## config.mk

```make
export PLATFORM = sky130hd
export DESIGN_NAME = control_subcmd_fillpattern
export DESIGN_NICKNAME = d
export VERILOG_FILES = /design/src/rtl/control_subcmd_fillpattern_pkg.sv /design/src/rtl/control_subcmd_fillpattern_addr_walker.sv /design/src/rtl/control_subcmd_fillpattern.sv
export SDC_FILE = /design/constraint.sdc
export NUM_CORES = 1
export LEC_CHECK = 0
export CORE_MARGIN = 3
export CORE_UTILIZATION = 35
export CTS_CLUSTER_SIZE = 40
export DETAILED_ROUTE_END_ITERATION = 8
export PLACE_DENSITY = 0.67
export SLEW_MARGIN = 20
export SYNTH_ARGS = -nofsm -noshare
export SYNTH_HDL_FRONTEND = slang
export SYNTH_SLANG_ARGS = --single-unit
```

## constraint.sdc

```tcl
create_clock -name clk -period 4.3 [get_ports clk]
set_clock_uncertainty 0.15 [all_clocks]
set_input_delay 0.86 -clock clk [delete_from_list [all_inputs] [get_ports clk]]
set_output_delay 0.86 -clock clk [all_outputs]
set_load 0.005 [all_outputs]
```

## src/rtl/control_subcmd_fillpattern_pkg.sv

```systemverilog
// Shared types for the fill-pattern subcommand: panel geometry defaults, address/colour
// types, mode and state enums, and the byte-lane colour selector.
package control_subcmd_fillpattern_pkg;

   localparam int P_BYTES_PER_PIXEL = 3;
   localparam int P_PIXEL_WIDTH     = 12;
   localparam int P_PIXEL_HEIGHT    = 10;

   localparam int COL_W = $clog2(P_PIXEL_WIDTH);
   localparam int ROW_W = $clog2(P_PIXEL_HEIGHT);
   localparam int PIX_W = (P_BYTES_PER_PIXEL > 1) ? $clog2(P_BYTES_PER_PIXEL) : 1;

   typedef logic [COL_W-1:0]               col_addr_t;
   typedef logic [ROW_W-1:0]               row_addr_t;
   typedef logic [PIX_W-1:0]               pixel_addr_t;
   typedef logic [P_BYTES_PER_PIXEL*8-1:0] color_t;
   typedef logic [7:0]                     mem_write_data_t;

   typedef enum logic [1:0] {FILL_SOLID, FILL_CHECKER, FILL_OUTLINE, FILL_RSVD} fillpat_mode_t;
   typedef enum logic [1:0] {IDLE, SETUP, WRITE, DONE} fillpat_state_t;

   // Checker parity uses absolute panel coordinates so adjacent fills tile seamlessly.
   function automatic mem_write_data_t fill_byte(input fillpat_mode_t m, input color_t c,
                                                 input color_t c_alt, input row_addr_t r,
                                                 input col_addr_t col, input pixel_addr_t p,
                                                 input int cell_log2);
      row_addr_t r_cell;
      col_addr_t c_cell;
      color_t    sel;
      r_cell = r >> cell_log2;
      c_cell = col >> cell_log2;
      sel    = (m == FILL_CHECKER && (r_cell[0] ^ c_cell[0])) ? c_alt : c;
      return mem_write_data_t'(sel >> (8 * p));
   endfunction

endpackage

```

## src/rtl/control_subcmd_fillpattern_addr_walker.sv

```systemverilog
// Descending row/column/byte-lane walker for the fill engine; nxt_* is the address that
// takes effect at the next clock edge.
module fillpattern_addr_walker
   import control_subcmd_fillpattern_pkg::*;
#(
   parameter int BYTES_PER_PIXEL = P_BYTES_PER_PIXEL
) (
   input  logic        clk,
   input  logic        reset,
   input  logic        load,
   input  logic        step,
   input  logic        skip,
   input  row_addr_t   load_row,
   input  col_addr_t   load_column,
   input  row_addr_t   row_lo,
   input  col_addr_t   col_lo,
   input  col_addr_t   col_hi,
   output row_addr_t   row,
   output col_addr_t   column,
   output pixel_addr_t pixel,
   output row_addr_t   nxt_row,
   output col_addr_t   nxt_column,
   output pixel_addr_t nxt_pixel,
   output logic        last
);

   localparam pixel_addr_t PIX_TOP = pixel_addr_t'(BYTES_PER_PIXEL - 1);

   always_comb begin
      // NOTE: defaults first keep every path assigned, so no latch is inferred.
      nxt_row    = row;
      nxt_column = column;
      nxt_pixel  = pixel;
      if (load) begin
         nxt_row    = load_row;
         nxt_column = load_column;
         nxt_pixel  = PIX_TOP;
      end else if (step) begin
         if (pixel != '0) begin
            nxt_pixel = pixel - 1'b1;
         end else begin
            nxt_pixel = PIX_TOP;
            if (column != col_lo) begin
               nxt_column = skip ? col_lo : column - 1'b1;
            end else begin
               nxt_column = col_hi;
               nxt_row    = row - 1'b1;
            end
         end
      end
   end

   always_ff @(posedge clk) begin
      // NOTE: state updates use <= so every flop samples pre-edge values.
      if (reset) begin
         row    <= '0;
         column <= '0;
         pixel  <= '0;
      end else begin
         row    <= nxt_row;
         column <= nxt_column;
         pixel  <= nxt_pixel;
      end
   end

   assign last = (row == row_lo) && (column == col_lo) && (pixel == '0);

endmodule

```

## src/rtl/control_subcmd_fillpattern.sv

```systemverilog
// Fill-pattern subcommand: solid/checker/outline fill of a clipped rectangle, one byte per
// cycle with backpressure. Optional counters under CONTROL_SUBCMD_FILLPATTERN_STATS_EN.
module control_subcmd_fillpattern
   import control_subcmd_fillpattern_pkg::*;
#(
   parameter int BYTES_PER_PIXEL = P_BYTES_PER_PIXEL,
   parameter int PIXEL_WIDTH     = P_PIXEL_WIDTH,
   parameter int PIXEL_HEIGHT    = P_PIXEL_HEIGHT,
   parameter int CHECKER_LOG2    = 0
) (
   input  logic            clk,
   input  logic            reset,
   input  logic            enable,
   input  logic            ack,
   input  logic            ram_ready,
   input  fillpat_mode_t   mode,
   input  col_addr_t       x1,
   input  row_addr_t       y1,
   input  col_addr_t       width,
   input  row_addr_t       height,
   input  color_t          color,
   input  color_t          color_alt,
   output row_addr_t       row,
   output col_addr_t       column,
   output pixel_addr_t     pixel,
   output mem_write_data_t data_out,
   output logic            ram_write_enable,
   output logic            ram_access_start,
   output logic            done
`ifdef CONTROL_SUBCMD_FILLPATTERN_STATS_EN
 , output logic [31:0]     write_count,
   output logic [31:0]     stall_count
`endif
);

   localparam logic [1:0] S_IDLE  = IDLE;
   localparam logic [1:0] S_SETUP = SETUP;
   localparam logic [1:0] S_WRITE = WRITE;
   localparam logic [1:0] S_DONE  = DONE;

   localparam logic [COL_W:0] PW = (COL_W + 1)'(PIXEL_WIDTH);
   localparam logic [ROW_W:0] PH = (ROW_W + 1)'(PIXEL_HEIGHT);

   logic [1:0]      state;
   fillpat_mode_t   mode_q;
   color_t          color_q, color_alt_q;
   col_addr_t       x1_q, col_hi_q, start_col, nxt_column;
   row_addr_t       y1_q, row_hi_q, start_row, nxt_row;
   pixel_addr_t     nxt_pixel;
   logic [COL_W:0]  xe_sum, xe_clip;
   logic [ROW_W:0]  ye_sum, ye_clip;
   logic            area_empty, load, strobe, step, finish, skip, last;
   mem_write_data_t byte_next;

   // Bounds are summed one bit wider than the operands so x1+width cannot wrap.
   always_comb begin
      xe_sum     = {1'b0, x1} + {1'b0, width};
      ye_sum     = {1'b0, y1} + {1'b0, height};
      xe_clip    = (xe_sum > PW) ? PW : xe_sum;
      ye_clip    = (ye_sum > PH) ? PH : ye_sum;
      start_col  = col_addr_t'(xe_clip - 1'b1);
      start_row  = row_addr_t'(ye_clip - 1'b1);
      area_empty = (width == '0) || (height == '0) || ({1'b0, x1} >= PW) || ({1'b0, y1} >= PH);
   end

   assign load   = (state == S_SETUP) && enable && !area_empty;
   assign strobe = (state == S_WRITE) && enable && ram_ready && !reset;
   assign step   = strobe && !last;
   assign finish = strobe && last;
   assign skip   = (mode_q == FILL_OUTLINE) && (row != y1_q) && (row != row_hi_q);

   fillpattern_addr_walker #(.BYTES_PER_PIXEL(BYTES_PER_PIXEL)) u_walker (
      .clk        (clk),
      .reset      (reset),
      .load       (load),
      .step       (step),
      .skip       (skip),
      .load_row   (start_row),
      .load_column(start_col),
      .row_lo     (y1_q),
      .col_lo     (x1_q),
      .col_hi     (col_hi_q),
      .row        (row),
      .column     (column),
      .pixel      (pixel),
      .nxt_row    (nxt_row),
      .nxt_column (nxt_column),
      .nxt_pixel  (nxt_pixel),
      .last       (last)
   );

   // The first byte is formed from the live inputs because the operand registers load
   // on the same edge.
   assign byte_next = load
      ? fill_byte(mode, color, color_alt, nxt_row, nxt_column, nxt_pixel, CHECKER_LOG2)
      : fill_byte(mode_q, color_q, color_alt_q, nxt_row, nxt_column, nxt_pixel, CHECKER_LOG2);

   always_ff @(posedge clk) begin
      if (reset) begin
         state            <= S_IDLE;
         ram_access_start <= 1'b0;
         data_out         <= '0;
         mode_q           <= FILL_SOLID;
         color_q          <= '0;
         color_alt_q      <= '0;
         x1_q             <= '0;
         y1_q             <= '0;
         col_hi_q         <= '0;
         row_hi_q         <= '0;
      end else begin
         ram_access_start <= load;
         if (load || step) data_out <= byte_next;
         case (state)
            S_IDLE:  if (enable) state <= S_SETUP;
            S_SETUP: begin
               if (!enable) begin
                  state <= S_IDLE;
               end else begin
                  mode_q      <= mode;
                  color_q     <= color;
                  color_alt_q <= color_alt;
                  x1_q        <= x1;
                  y1_q        <= y1;
                  col_hi_q    <= start_col;
                  row_hi_q    <= start_row;
                  state       <= area_empty ? S_DONE : S_WRITE;
               end
            end
            S_WRITE: begin
               if (!enable)     state <= S_IDLE;
               else if (finish) state <= S_DONE;
            end
            S_DONE:  if (ack) state <= S_IDLE;
            default: state <= S_IDLE;
         endcase
      end
   end

   assign ram_write_enable = strobe;
   assign done             = (state == S_DONE);

`ifdef CONTROL_SUBCMD_FILLPATTERN_STATS_EN
   always_ff @(posedge clk) begin
      if (reset || state == S_SETUP) begin
         write_count <= '0;
         stall_count <= '0;
      end else if (state == S_WRITE) begin
         if (strobe)     write_count <= write_count + 32'd1;
         if (!ram_ready) stall_count <= stall_count + 32'd1;
      end
   end
`endif

endmodule

```

==> results of run 1 <==
[power groups by stage]
stage,registers (mW),logic (mW),clock network [mW]
floorplan,0.870,0.220,0
global placement,0.878,0.354,0
detailed placement,0.879,0.363,0
CTS,0.860,0.366,0.767
global route,0.864,0.404,0.798
finish,0.861,0.367,0.753
[final cells by class]
type | instances | area, um^2
Clock buffer | 9 | 225
Tap cell | 176 | 220
Sequential cell | 87 | 1740
Inverter | 26 | 97.6
Multi-Input combinational cell | 458 | 2810
Fill cell | 1312 | 7120
Timing Repair Buffer | 111 | 1070
Clock inverter | 7 | 62.6
[layout by cell type, fill, tap and decap left out, drive strengths merged, types with 5 or more instances in the layout]
cell,Yosys,routed
nand2,165,165
clkdlybuf4s50,0,90
dfxtp,87,87
a21oi,86,86
mux2i,32,32
inv,26,31
nor2,27,27
buf,8,21
xnor2,19,19
ha,14,14
o21ai,11,11
nor3,9,9
clkbuf,26,9
a211oi,7,7
a221oi,6,6
nand4,6,6
a32oi,5,5
and2,5,5
and3,5,5
[flip-flops by register name, indices dropped and copies added (netlist names)]
name and cells:
y1_q 4, mode_q 2, state 2, color_alt_q 24
color_q 24, u_walker.row 4, u_walker.column 4, row_hi_q 4
data_out 8, u_walker.pixel 2, x1_q 4, ram_access_start 1
col_hi_q 4
[worst max-delay path, cell delays in order]
cell	delay, ps
sky130_fd_sc_hd__clkdlybuf4s50_1	450
sky130_fd_sc_hd__ha_1	290
sky130_fd_sc_hd__a21oi_1	80
sky130_fd_sc_hd__and3_1	200
sky130_fd_sc_hd__a2111oi_0	350
sky130_fd_sc_hd__buf_4	180
sky130_fd_sc_hd__a31oi_1	140
sky130_fd_sc_hd__a311oi_4	300
sky130_fd_sc_hd__buf_4	210
sky130_fd_sc_hd__mux2_4	350
sky130_fd_sc_hd__mux2i_1	150
sky130_fd_sc_hd__o41ai_1	330
sky130_fd_sc_hd__a21oi_1	70
[routing by layer]
layer | vias up | part of all wire, % | track usage [%]
li1 | 2263 | - | -
met1 | 2122 | 46 | 23.3
met2 | 128 | 47 | 29.4
met3 | 16 | 5.6 | 2.84
met4 | 0 | 1.7 | 6.09
met5 | - | 0 | 0
[kinds of logic after synthesis]
group	synth area share, %
and+or+nand+nor	21.9
DFF	36.2
buffers and inverters	5.72
muxes	7.90
adders and majority gates	4.47
AOI/OAI and AO/OA	20.1
xor gates and xnor gates	3.64
[metrics by stage]
stage / power [mW] / area [um^2]
final: 1.98 / 6230
after global routing: 2.07 / 6230
after CTS: 1.99 / 6220
after detailed placement: 1.24 / 5930
after global placement: 1.23 / 5930
after floorplan: 1.09 / 4810
[how the worst max path moves through the flow]
stage | depth (start not counted) | from | slack [ps] | endpoint
after floorplan | 12 | width[2] | 630 | data_out[1]
after global placement | 13 | width[1] | 130 | data_out[3]
after detailed placement | 13 | x1[1] | 60 | data_out[3]
after CTS | 13 | x1[1] | 420 | data_out[3]
after global routing | 13 | width[2] | 140 | data_out[1]
final | 13 | x1[1] | 390 | data_out[3]
==> out/results.md, run 1 <==
• **status** finished, final reports clean
• **hold_buf cts** 0
• **P_sw** 562 uW
• **Detailed Place HPWL** 9980 um
• **most used standard cell by instance count after synthesis** sky130_fd_sc_hd__nand2_1
• **depth of the worst register-to-register path** 10
• **Final TNS setup** 0 ps
• **Gates resized, CTS repair** 0
• **maximum root-to-sink buffer count** 2
• **First DRT Iteration DRCs** 252
• **Clk Tree Root Cell** sky130_fd_sc_hd__clkbuf_16
• **number of distinct library cell variants in the gate-level netlist after synthesis** 65
• **commonest cells in the synthesized netlist** sky130_fd_sc_hd__nand2_1, sky130_fd_sc_hd__dfxtp_1, sky130_fd_sc_hd__a21oi_1
• **width of the die** 123 um
• **fraction of final layout cells with drive strength greater than 1** 9.31%
• **total power divided by cell area** 318 nW/um^2
• **worst hold path startpoint** color_alt_q[12]
• **worst voltage drop across the vdd grid** 0.000205 V
• **area of the mapped netlist** 4810 um^2
• **clock sink count** 87
• **r2r endpoint** data_out[3]
• **sequential cell area fraction in the yosys report** 36.2%
• **highest attainable clock frequency** 256 MHz
• **kind of critical path** in -> reg
• **Warnings, synthesis** 0
• **share of total power consumed by net switching** 28.4%
• **prevailing post-synth register cell** sky130_fd_sc_hd__dfxtp_1
• **clock buffers created by TritonCTS** 9
• **total detailed-routing wirelength** 13,300 um
• **top cells by area in the synthesized netlist** sky130_fd_sc_hd__dfxtp_1, sky130_fd_sc_hd__nand2_1, sky130_fd_sc_hd__a21oi_1
• **floorplan row count** 42
• **final hold violation count** 0
• **die area** 15,200 um^2
• **actual transition at the worst max-transition pin** 912 ps
• **Antenna Diode Count** 0
• **Core Region** 13,300 um^2
• **leading area contributor after synthesis** sky130_fd_sc_hd__dfxtp_1
• **worst r2r src** u_walker.row[1]
• **number of nets with antenna violations after routing** 0
• **endpoint with the worst hold slack** color_alt_q[12]
• **fraction of post-synthesis cell area in the top cell type by area** 36.2%
• **sequential share of power** 43.5%
• **Mapped Nets** 692
• **non-filler instance count after layout** 874
• **count of endpoints failing setup in the final report** 0
• **r2r setup slk** 1160 ps
• **Comb pwr share** 18.5%
• **count of state elements after synthesis** 87
• **part of the power in the clock network** 38.0%
• **overflow left after global routing** 0
• **worst hold stages** 2
• **classification of the worst-slack hold path** reg -> reg
• **first-pass GRT wire length** 21,400 um
• **Synth async-reset ratio** 0%
• **Critical Path Start Type** input pin
• **Min Clock Period, post-route** 3910 ps
• **Vias/cell** 5.18
• **count of final max-slew check failures** 0
• **number of I/O pins** 92
• **data arrival time of the critical path** 3980 ps
• **Slew Limit Headroom** 39.2%
• **first-pass iteration count of the detailed router** 5
• **# nets final** 780
• **number of instances in the synthesized netlist** 605
• **global-route total usage across every layer** 17.7%
• **largest net degree at the start of global routing** 88
• **area delta synth->final** 29.4%
• **source-to-sink clock delay at the later pin of the worst-skew pair** 340 ps
• **smallest hold slack** 311 ps
• **unrepaired setup endpoints after global routing** no
• **post-CTS repair timing setup buffer count** 0
• **critical path endpoint category** register
• **Final Util** 46.6%
• **initial antenna violation count** 0
• **Period Utilization, post-route** 90.9%
• **post-placement setup slack** 61.1 ps
• **starting density of the core** 36.1%
• **Worst Slack Setup Final** 392 ps
• **depth of the CTS H-tree** 3
• **number of DRC violations after detailed routing** 0
• **number of instances in the placed design** 858
• **via count** 4,529
• **final weighted congestion in routability-driven placement** 0.824
• **cell internal power dissipation** 1.42 mW
• **port buffer count** 91
• **EDFF count, synth** 0
• **via count of the first global-routing pass** 4,333
• **reported leakage power** 2.35 nW
• **post-CTS clock slew at the launch and capture registers of the worst setup and hold paths** 70 ps
• **post-DR wirelength/cell** 15.2 um
• **worst-path maximum fanout** 4
• **reported max-cap violation count** 0
• **synthesized area per cell** 7.95 um^2
• **Die Y** 123 um
• **clock tree from TritonCTS** built
• **Crit path required time** 4370 ps
Note: power is estimated with default switching activity, not from simulation.
==> inputs of run 2 (changes only) <==
--- a/config.mk
+++ b/config.mk
@@ -5,11 +5,13 @@
 export SDC_FILE = /design/constraint.sdc
 export NUM_CORES = 1
 export LEC_CHECK = 0
+export CAP_MARGIN = 0
 export CORE_MARGIN = 3
 export CORE_UTILIZATION = 35
 export CTS_CLUSTER_SIZE = 40
 export DETAILED_ROUTE_END_ITERATION = 8
 export PLACE_DENSITY = 0.67
+export SKIP_CTS_REPAIR_TIMING = 1
 export SLEW_MARGIN = 20
 export SYNTH_ARGS = -nofsm -noshare
 export SYNTH_HDL_FRONTEND = slang
==> results of run 2 <==
Final layout, timing and power as in run 1 (identical DEF).
==> inputs of run 3 (changes only) <==
--- a/config.mk
+++ b/config.mk
@@ -10,7 +10,7 @@
 export CORE_UTILIZATION = 35
 export CTS_CLUSTER_SIZE = 40
 export DETAILED_ROUTE_END_ITERATION = 8
-export PLACE_DENSITY = 0.67
+export PLACE_DENSITY_LB_ADDON = 0.25
 export SKIP_CTS_REPAIR_TIMING = 1
 export SLEW_MARGIN = 20
 export SYNTH_ARGS = -nofsm -noshare
==> run 3 against run 2 <==
- critical path depth did not move
- clock-buffer cell count is the same
- critical path type unchanged
- critical endpoint is now data_out[2]
- largest power group unchanged
- sequential power about the same
==> out/results.md, run 3 (synthesized netlist as in run 1, its figures left out) <==
• **status** finished, final reports clean
• **unrepaired setup endpoints after global routing** no
• **reported leakage power** 2.35 nW
• **worst voltage drop across the vdd grid** 0.000171 V
• **Vias/cell** 5.12
• **maximum root-to-sink buffer count** 2
• **First DRT Iteration DRCs** 327
• **Core Region** 13,300 um^2
• **post-CTS clock slew at the launch and capture registers of the worst setup and hold paths** 70 ps
• **depth of the worst register-to-register path** 10
• **Crit path required time** 4370 ps
• **via count of the first global-routing pass** 4,296
• **post-route cell area** 6230 um^2
• **highest attainable clock frequency** 252 MHz
• **reported max-cap violation count** 0
• **fraction of final layout cells with drive strength greater than 1** 9.17%
• **Top Registers** color_alt_q x24, color_q x24, data_out x8
• **clock sink count** 87
• **worst-path maximum fanout** 20
• **multi-input gate area in the final layout** 2810 um^2
• **commonest cells after routing, fill and taps aside** sky130_fd_sc_hd__nand2_1, sky130_fd_sc_hd__clkdlybuf4s50_1, sky130_fd_sc_hd__dfxtp_1, sky130_fd_sc_hd__a21oi_1, sky130_fd_sc_hd__mux2i_1
• **post-DR wirelength/cell** 15.0 um
• **classification of the worst-slack hold path** reg -> reg
• **Final TNS setup** 0 ps
• **Antenna Diode Count** 0
• **worst r2r src** u_walker.row[0]
• **data arrival time of the critical path** 4030 ps
• **most common cell after layout, fill and taps aside** sky130_fd_sc_hd__nand2_1
• **worst hold stages** 2
• **number of DRC violations after detailed routing** 0
• **clock tree from TritonCTS** built
• **worst path cell trace** clkdlybuf4s50_1 -> ha_1 -> nand2b_1 -> a21oi_1 -> a2111oi_0 -> buf_4 -> a31oi_1 -> a311oi_4 -> mux2i_2 -> buf_12 -> mux2i_1 -> a221o_1 -> a21oi_1
• **actual transition at the worst max-transition pin** 907 ps
• **FF+latch area** 1740 um^2
• **number of nets with antenna violations after routing** 0
• **area delta synth->final** 29.5%
• **count of final max-slew check failures** 0
• **largest net degree at the start of global routing** 88
• **critical path endpoint category** register
• **# nets final** 780
• **r2r endpoint** data_out[2]
• **total detailed-routing wirelength** 13,100 um
• **post-detailed-placement cell area** 5930 um^2
• **post-placement setup slack** 34.2 ps
• **final weighted congestion in routability-driven placement** 0.869
• **final hold violation count** 0
• **count of endpoints failing setup in the final report** 0
• **via count** 4,477
• **Worst Path Buf+Inv** 3
• **global-route total usage across every layer** 17.6%
• **Slew Limit Headroom** 39.5%
• **r2r setup slk** 1150 ps
• **Die Y** 123 um
• **first-pass GRT wire length** 21,300 um
• **endpoint with the worst hold slack** color_alt_q[23]
• **kind of critical path** in -> reg
• **library cell appearing most often on the critical path** sky130_fd_sc_hd__a21oi_1
• **Critical Path Start Type** input pin
• **depth of the CTS H-tree** 3
• **die area** 15,200 um^2
• **crit-path leading delay family** compound AO/OA/AOI/OAI gates
• **total power divided by cell area** 320 nW/um^2
• **overflow left after global routing** 0
• **Min Clock Period, post-route** 3960 ps
• **Clk Tree Root Cell** sky130_fd_sc_hd__clkbuf_16
• **starting density of the core** 36.1%
• **port buffer count** 91
• **first-pass iteration count of the detailed router** 5
• **Worst Slack Setup Final** 339 ps
• **Slowest-stage cell, CP** sky130_fd_sc_hd__clkdlybuf4s50_1
• **Detailed Place HPWL** 9860 um
• **number of I/O pins** 92
• **Max stage delay on crit path** 430 ps
• **width of the die** 123 um
• **Final Util** 46.7%
• **clock buffers created by TritonCTS** 9
• **worst hold path startpoint** color_alt_q[23]
• **initial antenna violation count** 0
• **PnR Total Power** 2.00 mW
• **source-to-sink clock delay at the later pin of the worst-skew pair** 340 ps
• **floorplan row count** 42
• **Period Utilization, post-route** 92.1%
• **fill cell count** 1,330
run 3: cell types whose count changed in the layout (fill, tap and decap cells not counted), sizes merged:
cell / change
clkinvlp: +1
clkinv: -1
run 3: layout make-up:
class | count | share of cell area [%]
multi-input combinational | 458 | 45.0
sequential | 87 | 28.0
timing repair buffer | 111 | 17.2
clock buffer | 9 | 3.62
tap | 176 | 3.53
inverter | 26 | 1.57
clock inverter | 7 | 1.12
run 3: metal layers:
metal | vias to the layer above | track usage [%] | share of wire [%]
met4 | 0 | 5.61 | 1.9
met2 | 103 | 27.8 | 46
li1 | 2269 | - | -
met5 | - | 0 | 0
met1 | 2086 | 24.6 | 48
met3 | 19 | 2.88 | 4.0
run 3: where the power goes:
part | internal, mW | switching (mW) | total (mW)
Sequential | 0.836 | 0.0244 | 0.860
Clock | 0.411 | 0.359 | 0.770
Combinational | 0.177 | 0.187 | 0.365
run 3: how the worst max path moves through the flow:
stage / to / cells past startpoint / slack, ps / start
after floorplan: data_out[1] / 12 / 630 / width[2]
after global placement: data_out[3] / 13 / 70 / x1[2]
after detailed placement: data_out[2] / 13 / 30 / x1[2]
after CTS: data_out[1] / 13 / 370 / x1[2]
after global routing: data_out[1] / 13 / 120 / x1[2]
final: data_out[2] / 13 / 340 / x1[2]
run 3: per-stage QoR:
stage,cells,hold WS (ps)
4_1_cts,874,309
3_3_place_gp,858,292
6_report,874,306
3_5_place_dp,858,300
5_1_grt,874,325
2_1_floorplan,605,286
run 3: worst reg2reg max path: cells and delay by family (launching register included):
kind	cells	cell delay, ps
AOI/OAI and AO/OA	3	600
and+or+nand+nor	2	390
xor gates and xnor gates	1	200
buffers and inverters	1	220
DFF	1	500
muxes	3	970
